`config.mk`:
```
export PLATFORM = sky130hd
export DESIGN_NAME = fetch_ctrl_flat
export DESIGN_NICKNAME = d
export VERILOG_FILES = /design/src/rtl/fetch_ctrl_if.sv /design/src/rtl/fetch_ctrl.sv /design/src/flat_wrapper.sv
export SDC_FILE = /design/constraint.sdc
export NUM_CORES = 1
export LEC_CHECK = 0
export ABC_AREA = 1
export CAP_MARGIN = 40
export CELL_PAD_IN_SITES_DETAIL_PLACEMENT = 0
export CELL_PAD_IN_SITES_GLOBAL_PLACEMENT = 1
export CORE_MARGIN = 5
export CORE_UTILIZATION = 34
export CTS_BUF_LIST = sky130_fd_sc_hd__clkbuf_8 sky130_fd_sc_hd__clkbuf_16
export DETAILED_ROUTE_END_ITERATION = 8
export PLACE_DENSITY_LB_ADDON = 0.1
export SYNTH_ARGS = -nofsm -noshare
export SYNTH_HDL_FRONTEND = slang
export SYNTH_SLANG_ARGS = --single-unit
```
`constraint.sdc`:
```
create_clock -name i_clk -period 2.3 [get_ports i_clk]
set_input_delay 0.575 -clock i_clk [delete_from_list [all_inputs] [get_ports i_clk]]
set_output_delay 0.575 -clock i_clk [all_outputs]
set_load 0.02 [all_outputs]
```
`src/rtl/fetch_ctrl_if.sv`:
```
// Fetch sequencer bus: redirect controls and ROM port on one side,
// IF/ID stage and fault status on the other.
interface fetch_ctrl_if #(
    parameter int N  = 64,
    parameter int AW = 7
);
    logic          stall;
    logic          branch_taken;
    logic [N-1:0]  branch_target;
    logic          exc_req;
    logic          eret;
    logic [N-1:0]  elr_in;
    logic [AW-1:0] imem_addr;
    logic [31:0]   imem_q;
    logic [31:0]   if_instr;
    logic [N-1:0]  if_pc;
    logic          if_valid;
    logic          fetch_exc;
    logic [N-1:0]  fault_pc;
    logic [31:0]   fetch_count;

    // Seen from the fetch sequencer.
    modport slave (
        input  stall, branch_taken, branch_target, exc_req, eret, elr_in, imem_q,
        output imem_addr, if_instr, if_pc, if_valid, fetch_exc, fault_pc, fetch_count
    );

    // Seen from the surrounding core / ROM.
    modport master (
        output stall, branch_taken, branch_target, exc_req, eret, elr_in, imem_q,
        input  imem_addr, if_instr, if_pc, if_valid, fetch_exc, fault_pc, fetch_count
    );
endinterface

```
`src/rtl/fetch_ctrl.sv`:
```
// Instruction-fetch sequencer: owns the PC, addresses the instruction ROM,
// loads IF/ID, applies redirects and reports fetch faults.
//
// state    | meaning
// ---------+------------------------------------------------------------
// ST_RUN   | normal fetch; sequential step, stall hold or fault detect
// ST_FAULT | PC frozen on a faulting address, IF/ID bubbled until redirect
module fetch_ctrl #(
    parameter int              N       = 64,
    parameter int              AW      = 7,
    parameter logic [N-1:0]    EXC_VEC = 64'h0000_0000_0000_00D8,
    parameter logic [31:0]     NOP     = 32'h8B1F03FF
) (
    input  logic        i_clk,
    input  logic        i_reset,
    fetch_ctrl_if.slave io_fc
);

    typedef enum logic {
        ST_RUN   = 1'b0,
        ST_FAULT = 1'b1
    } state_t;

    state_t         r_state;
    logic [N-1:0]   r_pc;
    logic [31:0]    r_if_instr;
    logic [N-1:0]   r_if_pc;
    logic           r_if_valid;
    logic           r_fetch_exc;
    logic [N-1:0]   r_fault_pc;
    logic [31:0]    r_fetch_count;

    logic           w_fault;
    logic           w_redirect;
    logic [N-1:0]   w_redirect_pc;
    logic [31:0]    w_count_inc;

    // Fault when misaligned or beyond the last ROM word; pick redirect target by priority.
    always_comb begin
        w_fault       = (r_pc[1:0] != 2'b00) || (r_pc[N-1:AW+2] != '0);
        w_redirect    = io_fc.exc_req || io_fc.eret || io_fc.branch_taken;
        w_redirect_pc = r_pc;
        if (io_fc.exc_req) begin
            w_redirect_pc = EXC_VEC;
        end else if (io_fc.eret) begin
            w_redirect_pc = io_fc.elr_in;
        end else if (io_fc.branch_taken) begin
            w_redirect_pc = io_fc.branch_target;
        end
        w_count_inc = (r_fetch_count == 32'hFFFF_FFFF) ? r_fetch_count : r_fetch_count + 32'd1;
    end

    // PC, IF/ID and fault state machine; redirects override both states.
    always_ff @(posedge i_clk or negedge i_reset) begin
        if (!i_reset) begin
            r_state       <= ST_RUN;
            r_pc          <= '0;
            r_if_instr    <= NOP;
            r_if_pc       <= '0;
            r_if_valid    <= 1'b0;
            r_fetch_exc   <= 1'b0;
            r_fault_pc    <= '0;
            r_fetch_count <= '0;
        end else if (w_redirect) begin
            // The word fetched this cycle is wrong-path; one bubble follows.
            r_state     <= ST_RUN;
            r_pc        <= w_redirect_pc;
            r_if_instr  <= NOP;
            r_if_valid  <= 1'b0;
            r_fetch_exc <= 1'b0;
        end else begin
            case (r_state)
                ST_RUN: begin
                    if (w_fault) begin
                        r_state     <= ST_FAULT;
                        r_fetch_exc <= 1'b1;
                        r_fault_pc  <= r_pc;
                        r_if_instr  <= NOP;
                        r_if_valid  <= 1'b0;
                    end else if (!io_fc.stall) begin
                        r_if_instr    <= io_fc.imem_q;
                        r_if_pc       <= r_pc;
                        r_if_valid    <= 1'b1;
                        r_pc          <= r_pc + N'(4);
                        r_fetch_count <= w_count_inc;
                    end
                end
                ST_FAULT: begin
                    r_if_instr <= NOP;
                    r_if_valid <= 1'b0;
                end
                default: begin
                    r_state <= ST_RUN;
                end
            endcase
        end
    end

    assign io_fc.imem_addr   = r_pc[AW+1:2];
    assign io_fc.if_instr    = r_if_instr;
    assign io_fc.if_pc       = r_if_pc;
    assign io_fc.if_valid    = r_if_valid;
    assign io_fc.fetch_exc   = r_fetch_exc;
    assign io_fc.fault_pc    = r_fault_pc;
    assign io_fc.fetch_count = r_fetch_count;

endmodule

```
`src/flat_wrapper.sv`:
```
// flat-port wrapper written by rule: the top's interface ports become plain ports
module fetch_ctrl_flat 
#(
    parameter int              N       = 64,
    parameter int              AW      = 7,
    parameter logic [N-1:0]    EXC_VEC = 64'h0000_0000_0000_00D8,
    parameter logic [31:0]     NOP     = 32'h8B1F03FF
)
  (i_clk, i_reset, io_fc_stall, io_fc_branch_taken, io_fc_branch_target, io_fc_exc_req, io_fc_eret, io_fc_elr_in, io_fc_imem_q, io_fc_imem_addr, io_fc_if_instr, io_fc_if_pc, io_fc_if_valid, io_fc_fetch_exc, io_fc_fault_pc, io_fc_fetch_count);
  fetch_ctrl_if #(.N(N), .AW(AW)) io_fc_i ();
  input  logic i_clk;
  input  logic i_reset;
  input wire logic [$bits(io_fc_i.stall)-1:0] io_fc_stall;
  input wire logic [$bits(io_fc_i.branch_taken)-1:0] io_fc_branch_taken;
  input wire logic [$bits(io_fc_i.branch_target)-1:0] io_fc_branch_target;
  input wire logic [$bits(io_fc_i.exc_req)-1:0] io_fc_exc_req;
  input wire logic [$bits(io_fc_i.eret)-1:0] io_fc_eret;
  input wire logic [$bits(io_fc_i.elr_in)-1:0] io_fc_elr_in;
  input wire logic [$bits(io_fc_i.imem_q)-1:0] io_fc_imem_q;
  output wire logic [$bits(io_fc_i.imem_addr)-1:0] io_fc_imem_addr;
  output wire logic [$bits(io_fc_i.if_instr)-1:0] io_fc_if_instr;
  output wire logic [$bits(io_fc_i.if_pc)-1:0] io_fc_if_pc;
  output wire logic [$bits(io_fc_i.if_valid)-1:0] io_fc_if_valid;
  output wire logic [$bits(io_fc_i.fetch_exc)-1:0] io_fc_fetch_exc;
  output wire logic [$bits(io_fc_i.fault_pc)-1:0] io_fc_fault_pc;
  output wire logic [$bits(io_fc_i.fetch_count)-1:0] io_fc_fetch_count;
  assign io_fc_i.stall = io_fc_stall;
  assign io_fc_i.branch_taken = io_fc_branch_taken;
  assign io_fc_i.branch_target = io_fc_branch_target;
  assign io_fc_i.exc_req = io_fc_exc_req;
  assign io_fc_i.eret = io_fc_eret;
  assign io_fc_i.elr_in = io_fc_elr_in;
  assign io_fc_i.imem_q = io_fc_imem_q;
  assign io_fc_imem_addr = io_fc_i.imem_addr;
  assign io_fc_if_instr = io_fc_i.if_instr;
  assign io_fc_if_pc = io_fc_i.if_pc;
  assign io_fc_if_valid = io_fc_i.if_valid;
  assign io_fc_fetch_exc = io_fc_i.fetch_exc;
  assign io_fc_fault_pc = io_fc_i.fault_pc;
  assign io_fc_fetch_count = io_fc_i.fetch_count;
  fetch_ctrl #(.N(N), .AW(AW), .EXC_VEC(EXC_VEC), .NOP(NOP)) u_core (.i_clk(i_clk), .i_reset(i_reset), .io_fc(io_fc_i));
endmodule
```
### Word level (Yosys, flattened, before mapping)

Cells that the tools add are included.

| word-level totals | value |
|---|---|
| register bits after elaboration | 259 |
| bits in latches | 0 |
| bits in writable memories | 0 |
| bits in read-only memories | 0 |
| output and inout port bits | 201 |
| memories | 0 |

| operators by class | value |
|---|---|
| add/subtract/negate cells | 2 |
| $mul | 0 |
| divide/modulo/power cells | 0 |
| order comparisons | 0 |
| eq/ne operators | 6 |
| shift-type cells | 0 |
| multiplexer cells | 21 |
| bitwise gates (word level) | 5 |
| reductions and logical operators | 11 |

Operator list:

| operator | count |
|---|---|
| $mux 64 | 7 |
| $mux 32 | 3 |
| $add 64x3->64 const B | 1 |
| $pmux 32 s2 | 1 |
| $reduce_bool 55->1 | 1 |
| $add 32x1->32 const B | 1 |
| $eq 32x32->1 const B | 1 |
| $mux 1 | 9 |
| $reduce_and 4->1 | 2 |
| $not 1->1 | 5 |
| $reduce_and 5->1 | 1 |
| $ne 2x2->1 const B | 2 |
| $ne 4x2->1 const B | 1 |
| $ne 4x4->1 const B | 1 |
| $reduce_bool 2->1 | 2 |
| $logic_or 1x1->1 | 3 |
| $reduce_and 3->1 | 1 |
| $ne 2x1->1 const B | 1 |
| $pmux 1 s2 | 1 |
| $reduce_and 2->1 | 1 |

### Depth between registers and ports, before layout

Gate-level depths: netlist of the first run.

| logic depth | value |
|---|---|
| word-level depth | 5 |
| gate-level depth with buffers | 13 |
| depth with buffers taken out | 11 |

### Worst setup path after synthesis of the first run

Ideal clock, no wire load.

| path | value |
|---|---|
| path type | reg-to-reg |
| from | reg u_core.r_fetch_count[0], in the netlist u_core.io_fc.fetch_count[0] |
| to | reg u_core.r_fetch_count[6], in the netlist u_core.io_fc.fetch_count[6] |
| setup time | 0.118 ns |
| data arrival time | 1.850 ns |
| required time | 2.182 ns |
| slack | 0.333 ns |
| stages on the path, launching flop included | 11 |
| path buffers | 2 |
| period minus slack after synthesis | 1.967 ns |
| cells stage by stage | dfrtp_1 > ha_1 > nand2_1 > nor2_4 > nand2_1 > nor2_2 > nand3_2 > buf_6 > buf_2 > nand3_1 > nand2_1 |

| between the ends | value |
|---|---|
| cells in the longest elaborated chain, start to end | 3 |
| elaborated cells between the ends (all ways) | 4 |
| classes of those cells | add/sub (1); eq/ne (1); bitwise (1); reduce/logical (1) |

Ends and longest elaborated chain:

| what | RTL line | text |
|---|---|---|
| start, declared | fetch_ctrl.sv:31 | `logic [31:0] r_fetch_count;` |
| start signal, assigned | fetch_ctrl.sv:85 | `r_fetch_count <= w_count_inc;` |
| branches (longest 3 deep; another with $add 32x1->32) | n/a |  |

Several ways; the timed one is not identified.
A chain may end at the register's enable or synchronous reset.

### Worst setup path in the final report of the first run

| path | value |
|---|---|
| from | reg u_core.r_if_instr[9], in the netlist u_core.io_fc.if_instr[9] |
| to | out io_fc_if_instr[9] |

RTL lines:

| what | RTL line | text |
|---|---|---|
| start, declared | fetch_ctrl.sv:26 | `logic [31:0] r_if_instr;` |
| start signal, assigned | fetch_ctrl.sv:81 | `r_if_instr <= io_fc.imem_q;` |
| end, declared | flat_wrapper.sv:21 | `output wire logic [$bits(io_fc_i.if_instr)-1:0] io_fc_if_instr;` |

No word-level cell between the ends.

==> results of run 1 <==
what timing repair did:
action	4_1_cts	5_1_grt
endpoints found under the setup margin	19	21
hold buffers	1	0
endpoints found under the hold margin	48	0
resized for setup	19	12
pin swaps	0	0
cells by family after synthesis:
group,count (synthesis),synth area share [%]
flops,259,55.1
mux,1,0.0848
compound gates,141,7.61
fa+ha+maj,2,0.212
buf+inv,232,8.36
simple gates,755,27.0
xor+xnor,22,1.63
sequential cells by signal, indices dropped and copies added (netlist names):
name and flops:
u_core.io_fc.fault_pc 64, u_core.io_fc.fetch_count 32, u_core.io_fc.fetch_exc 1, u_core.io_fc.if_instr 32, u_core.io_fc.if_pc 64, u_core.io_fc.if_valid 1, u_core.r_pc 64, u_core.r_state 1
layout make-up:
type / instances / share of cell area, %
clock inverters: 23 / 1.43
repair buffers: 417 / 24.7
clock buffers: 33 / 4.65
inverters: 150 / 3.26
multi-input cells: 921 / 25.1
diodes: 1 / 0.0145
flip-flops and latches: 259 / 37.6
well taps: 455 / 3.29
power breakdown:
| part | switching (mW) | total, mW | internal [mW] |
|---|---|---|---|
| clock | 1.97 | 5.04 | 3.06 |
| sequential | 0.189 | 5.05 | 4.86 |
| combinational | 0.975 | 1.85 | 0.879 |
path summary, 6_finish.rpt:
| kind | to | from | slack [ns] | cells past startpoint |
|---|---|---|---|---|
| setup reg to reg | u_core.io_fc.fault_pc[28]$_DFFE_PN0P_ | u_core.r_pc[27]$_DFFE_PN0P_ | 0.19 | 11 |
| min in group asynchronous | u_core.io_fc.if_pc[29]$_DFFE_PN0P_ | i_reset | 0.56 | 2 |
| hold reg to reg | u_core.io_fc.if_instr[18]$_DFFE_PN1P_ | u_core.io_fc.if_instr[18]$_DFFE_PN1P_ | 0.48 | 2 |
| max in group asynchronous | u_core.r_pc[41]$_DFFE_PN0P_ | i_reset | 1.01 | 3 |
| hold / removal | u_core.io_fc.if_instr[18]$_DFFE_PN1P_ | u_core.io_fc.if_instr[18]$_DFFE_PN1P_ | 0.48 | 2 |
| setup / recovery | io_fc_if_instr[9] | u_core.io_fc.if_instr[9]$_DFFE_PN1P_ | 0.05 | 1 |
layer usage:
layer	track usage (%)	vias to the layer above
met4	4.91	0
met3	4.52	56
met1	26.2	4955
met2	31.6	254
li1	-	5222
met5	0	-
metrics by stage:
step                setup WS, ns  power (mW)  instance area (sq um)  std cells
CTS                      0.00119        12.1                  17300       2258
global route             0.00457        12.5                  17300       2259
global placement          0.0628        7.00                  16200       2201
finish                    0.0460        11.9                  17300       2259
detailed placement        0.0159        7.02                  16200       2201
floorplan                  0.333        5.87                  11800       1412
placed cells by master, fill, tap and decap left out, drive strengths merged, types with 8 or more instances in the layout:
cell	Yosys	routed
or2	25	25
clkinv	2	9
o21ai	76	76
nand3	113	113
xnor2	8	8
dfstp	19	19
xor2	14	14
nand2	348	348
dlymetal6s2s	0	10
nand4	27	27
o211ai	23	23
o32ai	34	34
nor3	11	11
dfrtp	240	240
nor2	226	226
dlygate4sd2	0	19
clkdlybuf4s50	0	335
inv	148	156
buf	46	52
clkbuf	36	33
==> summary.log, run 1 <==
qor: route.drt_wl_total 38100 microns
qor: worst_setup_path.critical_path.max_fanout 2
qor: logic_synthesis.synth_largest_area_cell sky130_fd_sc_hd__dfrtp_1
qor: placement.buffer_ports.inserted 366
qor: floorplanning.design.core.area 34400 sq um
qor: sta.holdWs 0.482 ns
qor: worst_setup_path.timing.critical_path.required 1.73 ns
qor: sta.grt_setup_unrepaired false
qor: logic_synthesis.syn-num-nets 1580
qor: clocking.ctsLongestPathBuffers 3
qor: floorplanning.top_level_ports 367
qor: run_status.result_of_the_run completed
qor: clocking.clock_sinks 259
qor: layout.multi_input_comb_area 4340 sq um
qor: logic_synthesis.post-synth-top-area-fraction 50.9%
qor: route.dr_wl_met3 2270 microns
qor: sta.timing.slew.headroom 66.2%
qor: clocking.post_cts.repair.setup_buffers 0
qor: worst_setup_path.critPathKind reg -> out
qor: logic_synthesis.average_cell_area_after_synthesis 8.36 sq um
qor: route.route.top_layer_used met4
qor: clocking.tritoncts yes
qor: logic_synthesis.sequential_to_total_area_share_from_yosys_stat 55.1%
qor: logic_synthesis.synth.yosys.warnings 0
qor: route.wl_met1 17100 microns
qor: worst_setup_path.cp-start-kind flip-flop
qor: route.vias 10500
qor: route.drt_first_pass_iters 4
qor: clocking.cts_buffers 30
qor: global_routing.grt_pass1_vias 10800
qor: worst_setup_path.cp_num_buf_inv 1
qor: logic_synthesis.async_set_or_reset_register_ratio_after_synthesis 100%
qor: flow_run.max_cap_violations 0
qor: route.drt_drc_violations_left 0
qor: sta.final.min_clock_period 2.25 ns
qor: placement.dp_hpwl 28200 microns
qor: clocking.cts.root.buffer_cell sky130_fd_sc_hd__clkbuf_16
qor: global_routing.groute.usage.overall 19.4%
qor: sta.max_slew.worst_pin.slew 0.506 ns
qor: global_routing.global_route.overflow_total 0
qor: worst_setup_path.crit_path_top_delay_cell sky130_fd_sc_hd__clkdlybuf4s50_1
qor: global_routing.antenna_found_initial 1
qor: placement.place_congestion 0.824
qor: sta.worst_skew 0.0111 ns
qor: floorplanning.floorplan.rows 68
qor: logic_synthesis.synth_cells 1412
qor: layout.finalNetCount 1947
qor: worst_setup_path.critical_path.cell_chain clkdlybuf4s50_1
qor: floorplanning.die-area 38500 sq um
qor: sta.period_utilisation_layout 98.0%
qor: layout.regArea 6500 sq um
qor: floorplanning.die_height 196 microns
qor: route.first_iter_violations 470
qor: pwr.leak_pwr 8.10 nW
qor: layout.area.growth.synth_to_final 46.5%
qor: floorplanning.start_util 34.3%
qor: worst_hold_path.holdCritPathClass reg -> reg
qor: logic_synthesis.synth_common_cells 348 x sky130_fd_sc_hd__nand2_1, 240 x sky130_fd_sc_hd__dfrtp_1, 221 x sky130_fd_sc_hd__nor2_1, 146 x sky130_fd_sc_hd__inv_1, 111 x sky130_fd_sc_hd__nand3_1
qor: logic_synthesis.synth-main-ff-cell sky130_fd_sc_hd__dfrtp_1
qor: global_routing.grt_first_pass_wirelength 60500 microns
qor: logic_synthesis.post-synth-top-count-cell sky130_fd_sc_hd__nand2_1
qor: sta.final_max_slew_viol_count 0
qor: sta.max_freq 444 MHz
qor: clocking.clk_pin_slew 0.06 ns
qor: route.average_wire_per_cell_in_the_routed_design 16.9 microns
qor: floorplanning.chipWidth 196 microns
qor: sta.totalNegativeSetupSlack 0 ns
qor: clocking.insertion_delay 0.55 ns
qor: logic_synthesis.synthDistinctLibCells 33
qor: logic_synthesis.number_of_flops_mapped_to_enable_cells_by_yosys 0
qor: pwr.vdd.ir_drop.worst 0.546 mV
qor: worst_setup_path.crit_path_max_incr_delay 0.60 ns
qor: route.final_antenna_net_count 0
qor: route.viasPerCell 4.64
qor: sta.setup-violations-final 0
qor: clocking.cts_max_level 1
qor: pwr.pwr_dens 690 nW/um^2
qor: worst_setup_path.cpLargestDelayFamily buffers and inverters
qor: logic_synthesis.post_synth_main_area_contributors sky130_fd_sc_hd__dfrtp_1 51%, sky130_fd_sc_hd__nand2_1 11%, sky130_fd_sc_hd__nor2_1 7.0%
qor: logic_synthesis.syn_area 11800 sq um
qor: layout.fillerInstances 3388
qor: layout.final_util 50.3%
qor: route.dr_wl_met2 17600 microns
qor: logic_synthesis.synth-seq-cells 259
qor: global_routing.grt_max_degree 63
qor: worst_setup_path.critPathArrivalTime 1.68 ns
qor: sta.report.final.hold_viol_count 0
qor: worst_setup_path.cp-end-kind output pin
qor: layout.layout-drive-gt1-share 8.93%
Power figures use the tool's default switching activity.
==> run 2: changes to the inputs <==
CTS_CLUSTER_DIAMETER = 150   (was not set)
==> results of run 2 <==
No change in the layout: final DEF, timing and power equal those of run 1.
==> run 3: changes to the inputs <==
CORE_UTILIZATION = 25   (was 34)
==> run 3 against run 2 <==
Against the previous run:
- die area grew 34%
- hold slack hardly changed
- first-iteration DRC count increased by 18%
- non-clock buffer count up 12
- cell count increased by 7.5%
- worst setup slack better by 0.011 ns
- maximum frequency is 0.48% higher
- clock-buffer cell count rose by 13
- cell area grew 2.8%
==> summary.log, run 3 (synthesized netlist as in run 1, its figures left out) <==
qor: layout.fin_area 17800 sq um [+2.8%]
qor: worst_setup_path.cp-end-kind output pin
qor: worst_setup_path.cp-start-kind flip-flop
qor: floorplanning.start_util 25.3% [-9.0 points]
qor: sta.report.final.hold_viol_count 0 [unchanged]
qor: route.viasPerCell 4.35 [-6.3%]
qor: worst_hold_path.holdCritPathClass reg -> reg
qor: global_routing.global_route.overflow_total 0 [unchanged]
qor: worst_setup_path.timing.critical_path.required 1.73 ns [about the same]
qor: layout.final_util 38.1% [-12 points]
qor: floorplanning.floorplan.rows 79 [+16%]
qor: global_routing.grt_pass1_vias 11000 [+1.2%]
qor: sta.timing.slew.headroom 69.0% [+2.8 points]
qor: worst_setup_path.ff2ff_setup_slack 0.21 ns [+0.02 ns]
qor: route.vias 10600 [+0.69%]
qor: route.drt_drc_violations_left 0 [unchanged]
qor: sta.worst_skew 0.0141 ns [+0.00295 ns]
qor: sta.setup-violations-final 0 [unchanged]
qor: sta.grt_setup_unrepaired false
qor: worst_setup_path.reg2reg_to u_core.io_fc.if_pc[6]$_DFFE_PN0P_
qor: clocking.clk_pin_slew 0.06 ns [about the same]
qor: pwr.leak_pwr 8.20 nW [+1.3%]
qor: layout.layout-drive-gt1-share 9.77% [+0.85 points]
qor: worst_setup_path.crit_path_max_incr_delay 0.62 ns [+0.02 ns]
qor: floorplanning.design.core.area 46700 sq um [+36%]
qor: route.final_antenna_net_count 0 [unchanged]
qor: floorplanning.die-area 51600 sq um [+34%]
qor: worst_setup_path.cpLargestDelayFamily buffers and inverters
qor: worst_setup_path.reg_to_reg_start u_core.r_pc[20]$_DFFE_PN0P_
qor: route.first_iter_violations 553 [+18%]
qor: worst_setup_path.critPathArrivalTime 1.67 ns [about the same]
qor: layout.most_frequent_standard_cell_in_the_layout_excluding_fill_and_tap_cells sky130_fd_sc_hd__nand2_1
qor: floorplanning.chipWidth 227 microns [+16%]
qor: route.average_wire_per_cell_in_the_routed_design 17.8 microns [+5.4%]
qor: floorplanning.die_height 227 microns [+16%]
qor: worst_setup_path.cp_num_buf_inv 1 [unchanged]
qor: layout.multi_input_comb_area 4340 sq um [unchanged]
qor: clocking.insertion_delay 0.53 ns [-0.02 ns]
qor: placement.dp_hpwl 31700 microns [+12%]
qor: clocking.tritoncts yes
qor: clocking.clock_sinks 259 [unchanged]
qor: sta.final_max_slew_viol_count 0 [unchanged]
qor: pwr.pwr_dens 706 nW/um^2 [+2.2%]
qor: sta.final.min_clock_period 2.24 ns [-0.0108 ns]
qor: clocking.cts_max_level 2 [+1]
qor: worst_setup_path.critical_path.max_fanout 2 [unchanged]
qor: route.drt_first_pass_iters 5 [+1]
qor: worst_setup_path.timing.reg2reg.worst_path_depth 13 [+2]
qor: flow_run.max_cap_violations 0 [unchanged]
qor: global_routing.groute.usage.overall 16.5% [-2.9 points]
qor: layout.area.growth.synth_to_final 50.6%
qor: sta.period_utilisation_layout 97.5% [-0.47 points]
qor: clocking.ctsLongestPathBuffers 3 [unchanged]
qor: worst_setup_path.critical_path.cell_chain clkdlybuf4s50_1
qor: placement.buffer_ports.inserted 366 [unchanged]
qor: floorplanning.top_level_ports 367 [unchanged]
qor: pwr.vdd.ir_drop.worst 0.357 mV [-35%]
qor: placement.place_congestion 0.774 [-6.0%]
qor: route.drt_wl_total 43100 microns [+13%]
qor: layout.finalNetCount 1964 [+0.87%]
qor: clocking.cts_buffers 35 [+17%]
qor: worst_setup_path.critPathKind reg -> out
qor: placement.dpl_cell_area 16600 sq um [+2.1%]
qor: run_status.result_of_the_run completed
qor: layout.regArea 6500 sq um [unchanged]
qor: worst_hold_path.whs_endpoint u_core.io_fc.fault_pc[22]$_DFFE_PN0P_
qor: global_routing.grt_first_pass_wirelength 66200 microns [+9.4%]
qor: pwr.total_power 12.5 mW [+5.0%]
qor: global_routing.grt_max_degree 66 [+4.8%]
qor: worst_hold_path.hold-path-cell-count 2 [unchanged]
qor: clocking.post_cts.repair.setup_buffers 0 [unchanged]
qor: global_routing.antenna_found_initial 2 [+1]
qor: worst_hold_path.hold_wc_startpoint u_core.io_fc.fault_pc[22]$_DFFE_PN0P_
qor: clocking.cts.root.buffer_cell sky130_fd_sc_hd__clkbuf_16
qor: sta.max_freq 446 MHz [+0.48%]
qor: worst_setup_path.crit_path_top_delay_cell sky130_fd_sc_hd__clkdlybuf4s50_1
qor: sta.max_slew.worst_pin.slew 0.459 ns [-0.0470 ns]
qor: layout.commonest_cells_after_routing_fill_and_taps_aside 346 x sky130_fd_sc_hd__nand2_1, 344 x sky130_fd_sc_hd__clkdlybuf4s50_1, 240 x sky130_fd_sc_hd__dfrtp_1, 218 x sky130_fd_sc_hd__nor2_1, 154 x sky130_fd_sc_hd__inv_1
qor: layout.antenna-diode-count 0 [-1]
qor: layout.fillerInstances 4802 [+42%]
[run 3: cell count changes in the layout (fill, tap and decap cells not counted), sizes merged]
cell           before  now
clkinv              9    4
clkbuf             33   46
clkinvlp            3    2
dlymetal6s2s       10    5
diode               1    0
dlygate4sd2        19   15
bufinv              5    3
clkdlybuf4s50     335  344
buf                52   64
inv               156  157
[run 3: timing repair]
action | CTS | global route
hold buffers | 1 | 0
resized for setup | 15 | 7
gates cloned | 0 | 0
setup endpoints to repair | 15 | 91
pin swaps | 0 | 1
hold endpoints to repair | 42 | 0
[run 3: metal layers]
metal | track usage, % | share of wire, % | up-vias
met2 | 27.2 | 49 | 230
met1 | 22.0 | 44 | 5010
li1 | - | - | 5269
met5 | 0 | 0.063 | -
met4 | 3.90 | 1.6 | 4
met3 | 4.07 | 6.0 | 46
[run 3: area by class of cell]
cell class	instances	share of cell area [%]
repair buffers	429	24.8
flip-flops and latches	259	36.6
clock inverters	16	0.845
clock buffers	46	5.91
inverters	150	3.17
multi-input cells	921	24.4
well taps	607	4.27
[run 3: through the flow]
step | cells | setup WS (ns) | TNS [ns] | hold slack, ns
2_1_floorplan | 1412 | 0.333 | 0 | 0.279
3_3_place_gp | 2365 | -0.0843 | -8.28 | 0.464
3_5_place_dp | 2365 | -0.0988 | -8.71 | 0.474
4_1_cts | 2428 | 0.000669 | 0 | 0.485
5_1_grt | 2428 | 0.00154 | 0 | 0.493
6_report | 2428 | 0.0568 | 0 | 0.481
[run 3: report_power, final]
part,switching (mW),internal (mW),leakage (nW)
registers,0.189,4.86,3.15
clock network,2.08,3.52,0.618
logic,1.00,0.883,4.43
total,3.27,9.27,8.20
[run 3: worst register-to-register path: stages (launching register included)]
cell	delay (ns)
sky130_fd_sc_hd__dfrtp_1	0.41
sky130_fd_sc_hd__nor2_2	0.13
sky130_fd_sc_hd__nand2_1	0.06
sky130_fd_sc_hd__nor2_1	0.10
sky130_fd_sc_hd__nand2_1	0.12
sky130_fd_sc_hd__nor2_1	0.14
sky130_fd_sc_hd__buf_4	0.16
sky130_fd_sc_hd__nand2_2	0.13
sky130_fd_sc_hd__nor2_4	0.21
sky130_fd_sc_hd__buf_12	0.15
sky130_fd_sc_hd__nand2_1	0.08
sky130_fd_sc_hd__buf_12	0.15
sky130_fd_sc_hd__nand2_1	0.05
sky130_fd_sc_hd__o21ai_0	0.07
[run 3: worst max-delay path by stage]
stage	from	end	slack (ns)	depth (start not counted)
4_1_cts	u_core.r_pc[20]$_DFFE_PN0P_	u_core.io_fc.if_pc[6]$_DFFE_PN0P_	0.0007	13
3_3_place_gp	io_fc_branch_taken	u_core.io_fc.if_pc[33]$_DFFE_PN0P_	-0.08	9
5_1_grt	u_core.io_fc.fetch_count[0]$_DFFE_PN0P_	io_fc_fetch_count[0]	0.002	2
6_report	u_core.io_fc.if_instr[5]$_DFFE_PN1P_	io_fc_if_instr[5]	0.06	1
2_1_floorplan	u_core.io_fc.fetch_count[0]$_DFFE_PN0P_	u_core.io_fc.fetch_count[6]$_DFFE_PN0P_	0.33	10
3_5_place_dp	io_fc_branch_taken	u_core.io_fc.if_pc[37]$_DFFE_PN0P_	-0.1	9
